File: src/rtl/ofm_wr_sched_if.sv
// Write-master side of the OFM scheduler: data channel toward the AXI write
// master plus the transfer request/complete handshake.
interface ofm_wr_sched_if;
  logic [511:0] m_tdata;
  logic         m_tvalid;
  logic         m_tready;
  logic         wmst_req;
  logic [63:0]  wmst_addr;
  logic [63:0]  wmst_xfer_size;
  logic         wmst_done;

  modport master (
    output m_tdata, m_tvalid, wmst_req, wmst_addr, wmst_xfer_size,
    input  m_tready, wmst_done
  );

  modport slave (
    input  m_tdata, m_tvalid, wmst_req, wmst_addr, wmst_xfer_size,
    output m_tready, wmst_done
  );
endinterface

File: src/rtl/ofm_wr_sched.sv
// Round-robin scheduler sharing one write master between two OFM streams:
// grants a burst, issues the request, forwards the beats, waits for completion.
module ofm_wr_sched #(
  parameter int WORD_BYTE   = 64,
  parameter int BURST_WORDS = 2
) (
  input  logic                clk,
  input  logic                rst_n,
  input  logic                start_conv,
  input  logic [31:0]         total_words,
  input  logic [63:0]         base_addr0,
  input  logic [63:0]         base_addr1,
  input  logic                req0,
  input  logic                req1,
  input  logic [511:0]        s0_tdata,
  input  logic [511:0]        s1_tdata,
  input  logic                s0_tvalid,
  input  logic                s1_tvalid,
  output logic                s0_tready,
  output logic                s1_tready,
  ofm_wr_sched_if.master      wm,
  output logic                sel,
  output logic                busy,
  output logic                all_done
);

  localparam int BEAT_W = (BURST_WORDS > 1) ? $clog2(BURST_WORDS) : 1;

  typedef enum logic [1:0] {IDLE, ISSUE, XFER, WAIT} state_t;

  state_t              state_reg, state_next;
  logic [31:0]         wcnt0_reg, wcnt1_reg, total_q_reg, pend_total_reg;
  logic                pend_start_reg, last_gnt_reg, sel_reg, all_done_reg;
  logic [63:0]         addr_reg;
  logic [BEAT_W-1:0]   beat_cnt_reg;

  logic fin0, fin1, elig0, elig1;
  logic start_apply, grant, gnt_sel, xfer_beat, last_beat;
  logic [63:0] gnt_addr;

  assign fin0  = (wcnt0_reg >= total_q_reg);
  assign fin1  = (wcnt1_reg >= total_q_reg);
  assign elig0 = req0 & ~fin0;
  assign elig1 = req1 & ~fin1;

  // A start (fresh or deferred) owns the IDLE cycle; no grant alongside it.
  assign start_apply = (state_reg == IDLE) & (start_conv | pend_start_reg);
  assign grant       = (state_reg == IDLE) & ~start_apply & (elig0 | elig1);
  assign gnt_sel     = (elig0 & elig1) ? ~last_gnt_reg : elig1;
  assign gnt_addr    = (gnt_sel ? base_addr1 : base_addr0)
                     + ({32'd0, (gnt_sel ? wcnt1_reg : wcnt0_reg)} * 64'(WORD_BYTE));

  assign xfer_beat = (state_reg == XFER) & (sel_reg ? s1_tvalid : s0_tvalid) & wm.m_tready;
  assign last_beat = (beat_cnt_reg == BEAT_W'(BURST_WORDS - 1));

  assign wm.wmst_addr      = addr_reg;
  assign wm.wmst_xfer_size = 64'(BURST_WORDS * WORD_BYTE);
  assign sel               = sel_reg;
  assign busy              = (state_reg != IDLE);
  assign all_done          = all_done_reg;

  always_ff @(posedge clk or negedge rst_n) begin
    if (!rst_n) state_reg <= IDLE;
    else        state_reg <= state_next;
  end

  always_comb begin
    state_next  = state_reg;
    wm.m_tdata  = '0;
    wm.m_tvalid = 1'b0;
    wm.wmst_req = 1'b0;
    s0_tready   = 1'b0;
    s1_tready   = 1'b0;
    case (state_reg)
      IDLE:  if (grant) state_next = ISSUE;
      ISSUE: begin
        wm.wmst_req = 1'b1;
        state_next  = XFER;
      end
      XFER: begin
        wm.m_tdata  = sel_reg ? s1_tdata : s0_tdata;
        wm.m_tvalid = sel_reg ? s1_tvalid : s0_tvalid;
        s0_tready   = ~sel_reg & wm.m_tready;
        s1_tready   = sel_reg & wm.m_tready;
        if (xfer_beat && last_beat) state_next = WAIT;
      end
      WAIT:  if (wm.wmst_done) state_next = IDLE;
      default: state_next = IDLE;
    endcase
  end

  always_ff @(posedge clk or negedge rst_n) begin
    if (!rst_n) begin
      wcnt0_reg      <= '0;
      wcnt1_reg      <= '0;
      total_q_reg    <= '0;
      pend_total_reg <= '0;
      pend_start_reg <= 1'b0;
      last_gnt_reg   <= 1'b1;
      sel_reg        <= 1'b0;
      all_done_reg   <= 1'b0;
      addr_reg       <= '0;
      beat_cnt_reg   <= '0;
    end else begin
      if (start_conv && state_reg != IDLE) begin
        pend_start_reg <= 1'b1;
        pend_total_reg <= total_words;
      end

      if (start_apply) begin
        wcnt0_reg      <= '0;
        wcnt1_reg      <= '0;
        total_q_reg    <= start_conv ? total_words : pend_total_reg;
        pend_start_reg <= 1'b0;
        all_done_reg   <= 1'b0;
      end else if (state_reg == IDLE && fin0 && fin1) begin
        all_done_reg <= 1'b1;
      end

      if (grant) begin
        sel_reg  <= gnt_sel;
        addr_reg <= gnt_addr;
      end

      if (state_reg == ISSUE)  beat_cnt_reg <= '0;
      else if (xfer_beat)      beat_cnt_reg <= beat_cnt_reg + 1'b1;

      // Completion credits the granted stream and rotates priority.
      if (state_reg == WAIT && wm.wmst_done) begin
        if (sel_reg) wcnt1_reg <= wcnt1_reg + 32'(BURST_WORDS);
        else         wcnt0_reg <= wcnt0_reg + 32'(BURST_WORDS);
        last_gnt_reg <= sel_reg;
      end
    end
  end

endmodule

File: src/flat_wrapper.sv
// flat-port wrapper written by rule: the top's interface ports become plain ports
module ofm_wr_sched_flat 
#(
  parameter int WORD_BYTE   = 64,
  parameter int BURST_WORDS = 2
)
  (clk, rst_n, start_conv, total_words, base_addr0, base_addr1, req0, req1, s0_tdata, s1_tdata, s0_tvalid, s1_tvalid, s0_tready, s1_tready, sel, busy, all_done, wm_m_tdata, wm_m_tvalid, wm_wmst_req, wm_wmst_addr, wm_wmst_xfer_size, wm_m_tready, wm_wmst_done);
  ofm_wr_sched_if wm_i ();
  input  logic clk;
  input  logic rst_n;
  input  logic start_conv;
  input  logic [31:0] total_words;
  input  logic [63:0] base_addr0;
  input  logic [63:0] base_addr1;
  input  logic req0;
  input  logic req1;
  input  logic [511:0] s0_tdata;
  input  logic [511:0] s1_tdata;
  input  logic s0_tvalid;
  input  logic s1_tvalid;
  output logic s0_tready;
  output logic s1_tready;
  output logic sel;
  output logic busy;
  output logic all_done;
  output wire logic [$bits(wm_i.m_tdata)-1:0] wm_m_tdata;
  output wire logic [$bits(wm_i.m_tvalid)-1:0] wm_m_tvalid;
  output wire logic [$bits(wm_i.wmst_req)-1:0] wm_wmst_req;
  output wire logic [$bits(wm_i.wmst_addr)-1:0] wm_wmst_addr;
  output wire logic [$bits(wm_i.wmst_xfer_size)-1:0] wm_wmst_xfer_size;
  input wire logic [$bits(wm_i.m_tready)-1:0] wm_m_tready;
  input wire logic [$bits(wm_i.wmst_done)-1:0] wm_wmst_done;
  assign wm_m_tdata = wm_i.m_tdata;
  assign wm_m_tvalid = wm_i.m_tvalid;
  assign wm_wmst_req = wm_i.wmst_req;
  assign wm_wmst_addr = wm_i.wmst_addr;
  assign wm_wmst_xfer_size = wm_i.wmst_xfer_size;
  assign wm_i.m_tready = wm_m_tready;
  assign wm_i.wmst_done = wm_wmst_done;
  ofm_wr_sched #(.WORD_BYTE(WORD_BYTE), .BURST_WORDS(BURST_WORDS)) u_core (.clk(clk), .rst_n(rst_n), .start_conv(start_conv), .total_words(total_words), .base_addr0(base_addr0), .base_addr1(base_addr1), .req0(req0), .req1(req1), .s0_tdata(s0_tdata), .s1_tdata(s1_tdata), .s0_tvalid(s0_tvalid), .s1_tvalid(s1_tvalid), .s0_tready(s0_tready), .s1_tready(s1_tready), .wm(wm_i), .sel(sel), .busy(busy), .all_done(all_done));
endmodule
File: config.mk
export PLATFORM = sky130hd
export DESIGN_NAME = ofm_wr_sched_flat
export DESIGN_NICKNAME = d
export VERILOG_FILES = /design/src/rtl/ofm_wr_sched_if.sv /design/src/rtl/ofm_wr_sched.sv /design/src/flat_wrapper.sv
export SDC_FILE = /design/constraint.sdc
export NUM_CORES = 1
export LEC_CHECK = 0
export BUFFER_PORTS_ARGS = -buffer_cell sky130_fd_sc_hd__buf_2
export CORE_AREA = 8 8 715 717
export CTS_CLUSTER_SIZE = 40
export DETAILED_ROUTE_END_ITERATION = 16
export DIE_AREA = 0 0 723 725
export GPL_TIMING_DRIVEN = 0
export PLACE_DENSITY = 0.3
export SETUP_SLACK_MARGIN = 0.1
export SKIP_CTS_REPAIR_TIMING = 1
export SLEW_MARGIN = 20
export SYNTH_ARGS = -nofsm -noshare
export SYNTH_HDL_FRONTEND = slang
export SYNTH_SLANG_ARGS = --single-unit
File: constraint.sdc
create_clock -name clk -period 6.9 [get_ports clk]
set_input_delay 0.69 -clock clk [delete_from_list [all_inputs] [get_ports clk]]
set_output_delay 0.69 -clock clk [all_outputs]
set_load 0.005 [all_outputs]
# Yosys cells after proc, flatten, opt, wreduce, memory -nomap -nowiden

Index checks and enable logic that the tools add are counted.

Add/sub/neg operators: 4
Order comparisons: 2
Eq/ne operators: 6
Mux-type cells: 27
Bitwise logic cells: 17
Reduce and logical (&&, ||, !) cells: 11

Operators by type and width:

| kind                                                                     | count |
|---|---|
| 512-bit 2-to-1 mux                                                       | 2 |
| 32-bit 2-to-1 mux                                                        | 8 |
| 32-bit by 2-bit adder with 32-bit output (second input constant)         | 2 |
| 64-bit by 38-bit adder with 64-bit output                                | 1 |
| 32-bit greater-or-equal comparator                                       | 2 |
| 64-bit 2-to-1 mux                                                        | 1 |
| 1-bit 2-to-1 mux                                                         | 12 |
| 1-bit AND                                                                | 10 |
| 2-bit case mux with 4 select lines                                       | 1 |
| 2-bit nonzero test                                                       | 4 |
| 2-bit 2-to-1 mux                                                         | 3 |
| 1-bit logical AND                                                        | 5 |
| 1-bit NOT                                                                | 5 |
| 2-bit equality test (second input constant)                              | 2 |
| 2-bit inequality test (second input constant)                            | 2 |
| 3-bit AND reduction                                                      | 1 |
| 2-bit by 1-bit equality test with 1-bit output (second input constant)   | 1 |
| 2-bit zero test                                                          | 1 |
| 2-bit by 1-bit inequality test with 1-bit output (second input constant) | 1 |
| 1-bit bitwise OR                                                         | 2 |
| 1-bit adder (second input constant)                                      | 1 |

Bits in registers: 199
Output and inout bits: 647

# Logic depth before layout (Yosys ltp)

Depth in word-level cells: 7
Depth in mapped cells: 27

# Worst setup path before layout

No wires, ideal clock.

Path type: register to register
Start point: register u_core.wcnt0_reg[27]
End point: register u_core.addr_reg[36], in the netlist u_core.wm.wmst_addr[36]
Setup time: 0.135 ns
Data arrival time: 4.942 ns
Required time: 6.765 ns
Slack: 1.823 ns
Cell stages (with the launch flop): 23
Buffers on the path: 3
Period minus slack after synthesis: 5.077 ns
Cell sequence: dfrtp_1 ha_1 nand4_1 or4_4 o21a_1 nor2_2 buf_6 buf_6 buf_4 mux2_2 ha_1 inv_1 fa_1 nor2b_1 o31ai_1 a211oi_1 o31ai_1 a22o_1 o21a_1 o21ai_1 a221oi_2 xor2_1 o21ai_0

Longest elaborated chain between the ends: 7
Elaborated cells on any way between the ends: 10
Classes of those cells: add/sub (1); order compare (1); mux (3); bitwise (5)

RTL lines:

| element                                                       | line                                   | source |
|---|---|---|
| start, declared                                               | ofm_wr_sched.sv:32                     | `logic [31:0] wcnt0_reg, wcnt1_reg, total_q_reg, pend_total_reg;` |
| start signal, assigned                                        | ofm_wr_sched.sv:131                    | `else wcnt0_reg <= wcnt0_reg + 32'(BURST_WORDS);` |
| 32-bit greater-or-equal comparator                            | ofm_wr_sched.sv:41                     | `assign fin0 = (wcnt0_reg >= total_q_reg);` |
| 1-bit NOT                                                     | ofm_wr_sched.sv:43                     | `assign elig0 = req0 & ~fin0;` |
| 1-bit AND                                                     | ofm_wr_sched.sv:43                     |  |
| 1-bit AND                                                     | ofm_wr_sched.sv:49                     | `assign gnt_sel = (elig0 & elig1) ? ~last_gnt_reg : elig1;` |
| 1-bit 2-to-1 mux                                              | ofm_wr_sched.sv:49                     |  |
| 64-bit 2-to-1 mux / 32-bit 2-to-1 mux (equally long branches) | ofm_wr_sched.sv:50, ofm_wr_sched.sv:51 |  |
| 64-bit by 38-bit adder with 64-bit output                     | ofm_wr_sched.sv:51                     | `+ ({32'd0, (gnt_sel ? wcnt1_reg : wcnt0_reg)} * 64'(WORD_BYTE));` |
| end signal, assigned                                          | ofm_wr_sched.sv:122                    | `addr_reg <= gnt_addr;` |
| end, declared                                                 | ofm_wr_sched.sv:34                     | `logic [63:0] addr_reg;` |

Several ways; a longest one is shown, not always the timed one.
A chain may end at the register's enable or synchronous reset.

# Final worst setup path

Start point: register u_core.wcnt1_reg[17]
End point: register u_core.addr_reg[43], in the netlist u_core.wm.wmst_addr[43]

Longest elaborated chain between the ends: 7
Elaborated cells on any way between the ends: 10
Classes of those cells: add/sub (1); order compare (1); mux (3); bitwise (5)

RTL lines:

| element                                                       | line                                   | source |
|---|---|---|
| start, declared                                               | ofm_wr_sched.sv:32                     |  |
| start signal, assigned                                        | ofm_wr_sched.sv:130                    | `if (sel_reg) wcnt1_reg <= wcnt1_reg + 32'(BURST_WORDS);` |
| 32-bit greater-or-equal comparator                            | ofm_wr_sched.sv:42                     | `assign fin1 = (wcnt1_reg >= total_q_reg);` |
| 1-bit NOT                                                     | ofm_wr_sched.sv:44                     | `assign elig1 = req1 & ~fin1;` |
| 1-bit AND                                                     | ofm_wr_sched.sv:44                     |  |
| 1-bit AND                                                     | ofm_wr_sched.sv:49                     |  |
| 1-bit 2-to-1 mux                                              | ofm_wr_sched.sv:49                     |  |
| 64-bit 2-to-1 mux / 32-bit 2-to-1 mux (equally long branches) | ofm_wr_sched.sv:50, ofm_wr_sched.sv:51 |  |
| 64-bit by 38-bit adder with 64-bit output                     | ofm_wr_sched.sv:51                     |  |

Several ways; a longest one is shown, not always the timed one.

==> flow_summary.json <==
{
  "grt_usage_pct": 17.0,
  "peakVddDrop_mv": 0.137,
  "cts_tree": "yes",
  "grt_setup_unrepaired": "no",
  "numCtsBuffers": 25,
  "htreeDepth": 4,
  "clock_sinks": 199,
  "hp-class": "primary input to asynchronous set/reset pin",
  "fin_total_pwr_mw": 13.5,
  "fin_skew_ns": 0.0554,
  "dp_hpwl_um": 444000,
  "grt_pass1_vias": 29600,
  "fmax_ghz": 0.154,
  "syn_inst": 2720,
  "maxCapViolations": 0,
  "final_max_slew_viol_count": 0,
  "synth_area_leader_cell": "mux2i_1",
  "std_cell_rows": 260,
  "whs_ns": 0.0597,
  "drt_iter0_drc": 2434,
  "die_y_um": 725,
  "syn_area_per_cell_um2": 8.38,
  "postSynth.asyncResetShare_pct": 100,
  "viasPerCell": 2.78,
  "insertion_delay_ns": 0.56,
  "criticalPathCategory": "register to register",
  "cp_max_fo": 11,
  "largest_register_ffs": 64,
  "io_buffers": 1774,
  "synth_edf_count": 0,
  "leakage_nw": 19.1,
  "startpoint_type": "register",
  "antenna_found_initial": 538,
  "max-clock-path-buffers": 3,
  "reg2reg_slack_ns": 0.42,
  "yosys_warnings": 0,
  "nets": 5910,
  "setup_viol": 0,
  "vias": 32100,
  "wl_per_cell_um": 40.5,
  "grt_pass1_wl_um": 533000,
  "post-route-min-period_ns": 6.48,
  "status": "finished clean",
  "synthTopCellsByArea": "mux2i_1, dfrtp_1, nor2b_1",
  "syn_to_final_growth_pct": 86.2,
  "detail-route-antenna-nets": 0,
  "cellPowerDensity_mw_per_mm2": 319,
  "io-pin-count": 1840,
  "drc": 0,
  "final-hold-violation-count": 0,
  "dr.pass1.iters": 5,
  "clk_pin_slew_ns": 0.10,
  "cts-root-buf": "clkbuf_16",
  "end_kind": "register",
  "gp_congestion": 0.966,
  "fillerInstances": 59200,
  "synth_top_cell_area_share_pct": 25.3,
  "core_region_area_mm2": 0.500,
  "synth_cell_types": 76,
  "slew_headroom_pct": 8.84,
  "netlist_area_mm2": 0.0228,
  "synth_common_cells": "mux2i_1, nor2b_1, nand2_1",
  "grt_max_degree": 86,
  "die_area_mm2": 0.524,
  "grt_overflow": 0,
  "yosysMostFrequentCell": "mux2i_1",
  "drive_above_1_share_pct": 45.7,
  "crit_required_ns": 7.27,
  "die_w_um": 723,
  "start_util_pct": 4.56,
  "routed_wl_um": 467000,
  "synth_flop_cell": "dfrtp_1",
  "ys_ff_latch": 199,
  "worst-slew-pin-transition_ns": 1.33,
  "ys_seq_area_share_pct": 21.9,
  "cp.arrival_ns": 6.85,
  "fin_crit_sh_pct": 93.9
}
==> per-layer routing <==
layer	share of wire [%]	wire [µm]	track usage (%)	up-vias
li1	-	-	-	13400
met1	33	152000	16.3	15300
met2	52	244000	32.2	2147
met3	11	52500	8.33	912
met4	3.5	16200	4.28	314
met5	0.46	2150	0	-
==> cells by family after synthesis <==
| logic type | count (synthesis) | share of synthesized area (%) |
|---|---|---|
| compound gates | 346 | 9.46 |
| xor+xnor | 62 | 2.38 |
| fa+ha+maj | 103 | 5.69 |
| buf+inv | 297 | 6.41 |
| flops | 199 | 21.9 |
| mux | 650 | 29.0 |
| other cells | 2 | 0.0330 |
| simple gates | 1061 | 25.2 |
==> metrics by stage <==
step / worst slack [ns] / instance area, µm² / std cells / util (%) / TNS (ns)
after global routing: 0.0972 / 42100 / 11400 / 8.42 / 0
after CTS: -2.14 / 41500 / 11300 / 8.31 / -45.14
after global placement: -2.16 / 40300 / 11200 / 8.06 / -75.96
after floorplan: 1.82 / 23000 / 2782 / - / 0
final: 0.420 / 42400 / 11500 / 8.49 / 0
after detailed placement: -2.03 / 40800 / 11300 / 8.17 / -42.32
==> cell usage in the layout, fill, tap and decap left out, types with 19 or more instances in the layout <==
| cell | count |
|---|---|
| nand2_1 | 285 |
| nand3_1 | 76 |
| ha_1 | 101 |
| o211ai_1 | 19 |
| nor2_1 | 50 |
| conb_1 | 64 |
| diode_2 | 226 |
| dfrtp_1 | 197 |
| clkbuf_16 | 25 |
| buf_4 | 82 |
| mux2i_1 | 539 |
| buf_2 | 1795 |
| inv_1 | 58 |
| and3_1 | 33 |
| o21ai_0 | 142 |
| nand4_1 | 33 |
| mux2_2 | 69 |
| mux2i_2 | 35 |
| a21oi_1 | 68 |
| nor2b_1 | 521 |
| nor3_1 | 23 |
| xor2_1 | 31 |
| clkbuf_1 | 83 |
| buf_1 | 38 |
| xnor2_1 | 26 |
==> power breakdown <==
group | switching [mW] | leakage [nW] | internal (mW) | total [mW]
clock | 0.641 | 0.344 | 0.716 | 1.36
sequential | 0.233 | 2.55 | 1.55 | 1.78
combinational | 7.10 | 16.2 | 3.30 | 10.4
==> cell type report <==
type | count | area [µm²] | area share [%]
clock inverters | 5 | 57.6 | 0.136
clock buffers | 28 | 657 | 1.55
plain buffers | 238 | 1350 | 3.18
repair buffers | 1806 | 9360 | 22.1
multi-input cells | 2286 | 16900 | 39.8
inverters | 58 | 218 | 0.513
diodes | 226 | 566 | 1.33
well taps | 6681 | 8360 | 19.7
flip-flops and latches | 199 | 4980 | 11.7
==> path summary, 6_finish.rpt <==
check	endpoint	start	depth (start not counted)
max in group asynchronous	u_core.total_q_reg[31]	rst_n	3
min in group clk	u_core.pend_total_reg[5]	total_words[5]	2
hold reg to reg	u_core.last_gnt_reg	u_core.last_gnt_reg	2
hold / removal	u_core.state_reg[1]	rst_n	1
setup reg to reg	u_core.wm.wmst_addr[43]	u_core.wcnt1_reg[17]	23
setup / recovery	u_core.wm.wmst_addr[43]	u_core.wcnt1_reg[17]	23
==> critical path: stages (launching register included) <==
cell and delay [ns]:
dfrtp_1 0.47, ha_1 0.33, a21oi_1 0.15, o21ai_0 0.19, a221oi_2 0.39, and3_4 0.26, nand3_4 0.18, nor2_4 0.36
buf_12 0.21, buf_12 0.18, buf_6 0.26, mux2_2 0.49, ha_1 0.39, and3_1 0.25, and2_1 0.20, a221oi_2 0.32
nand2_1 0.09, o21a_1 0.25, a221oi_4 0.31, buf_12 0.18, buf_6 0.16, nor2_1 0.09, xor2_2 0.37, o21ai_1 0.10
No activity file was read; power rests on OpenSTA's default activity.
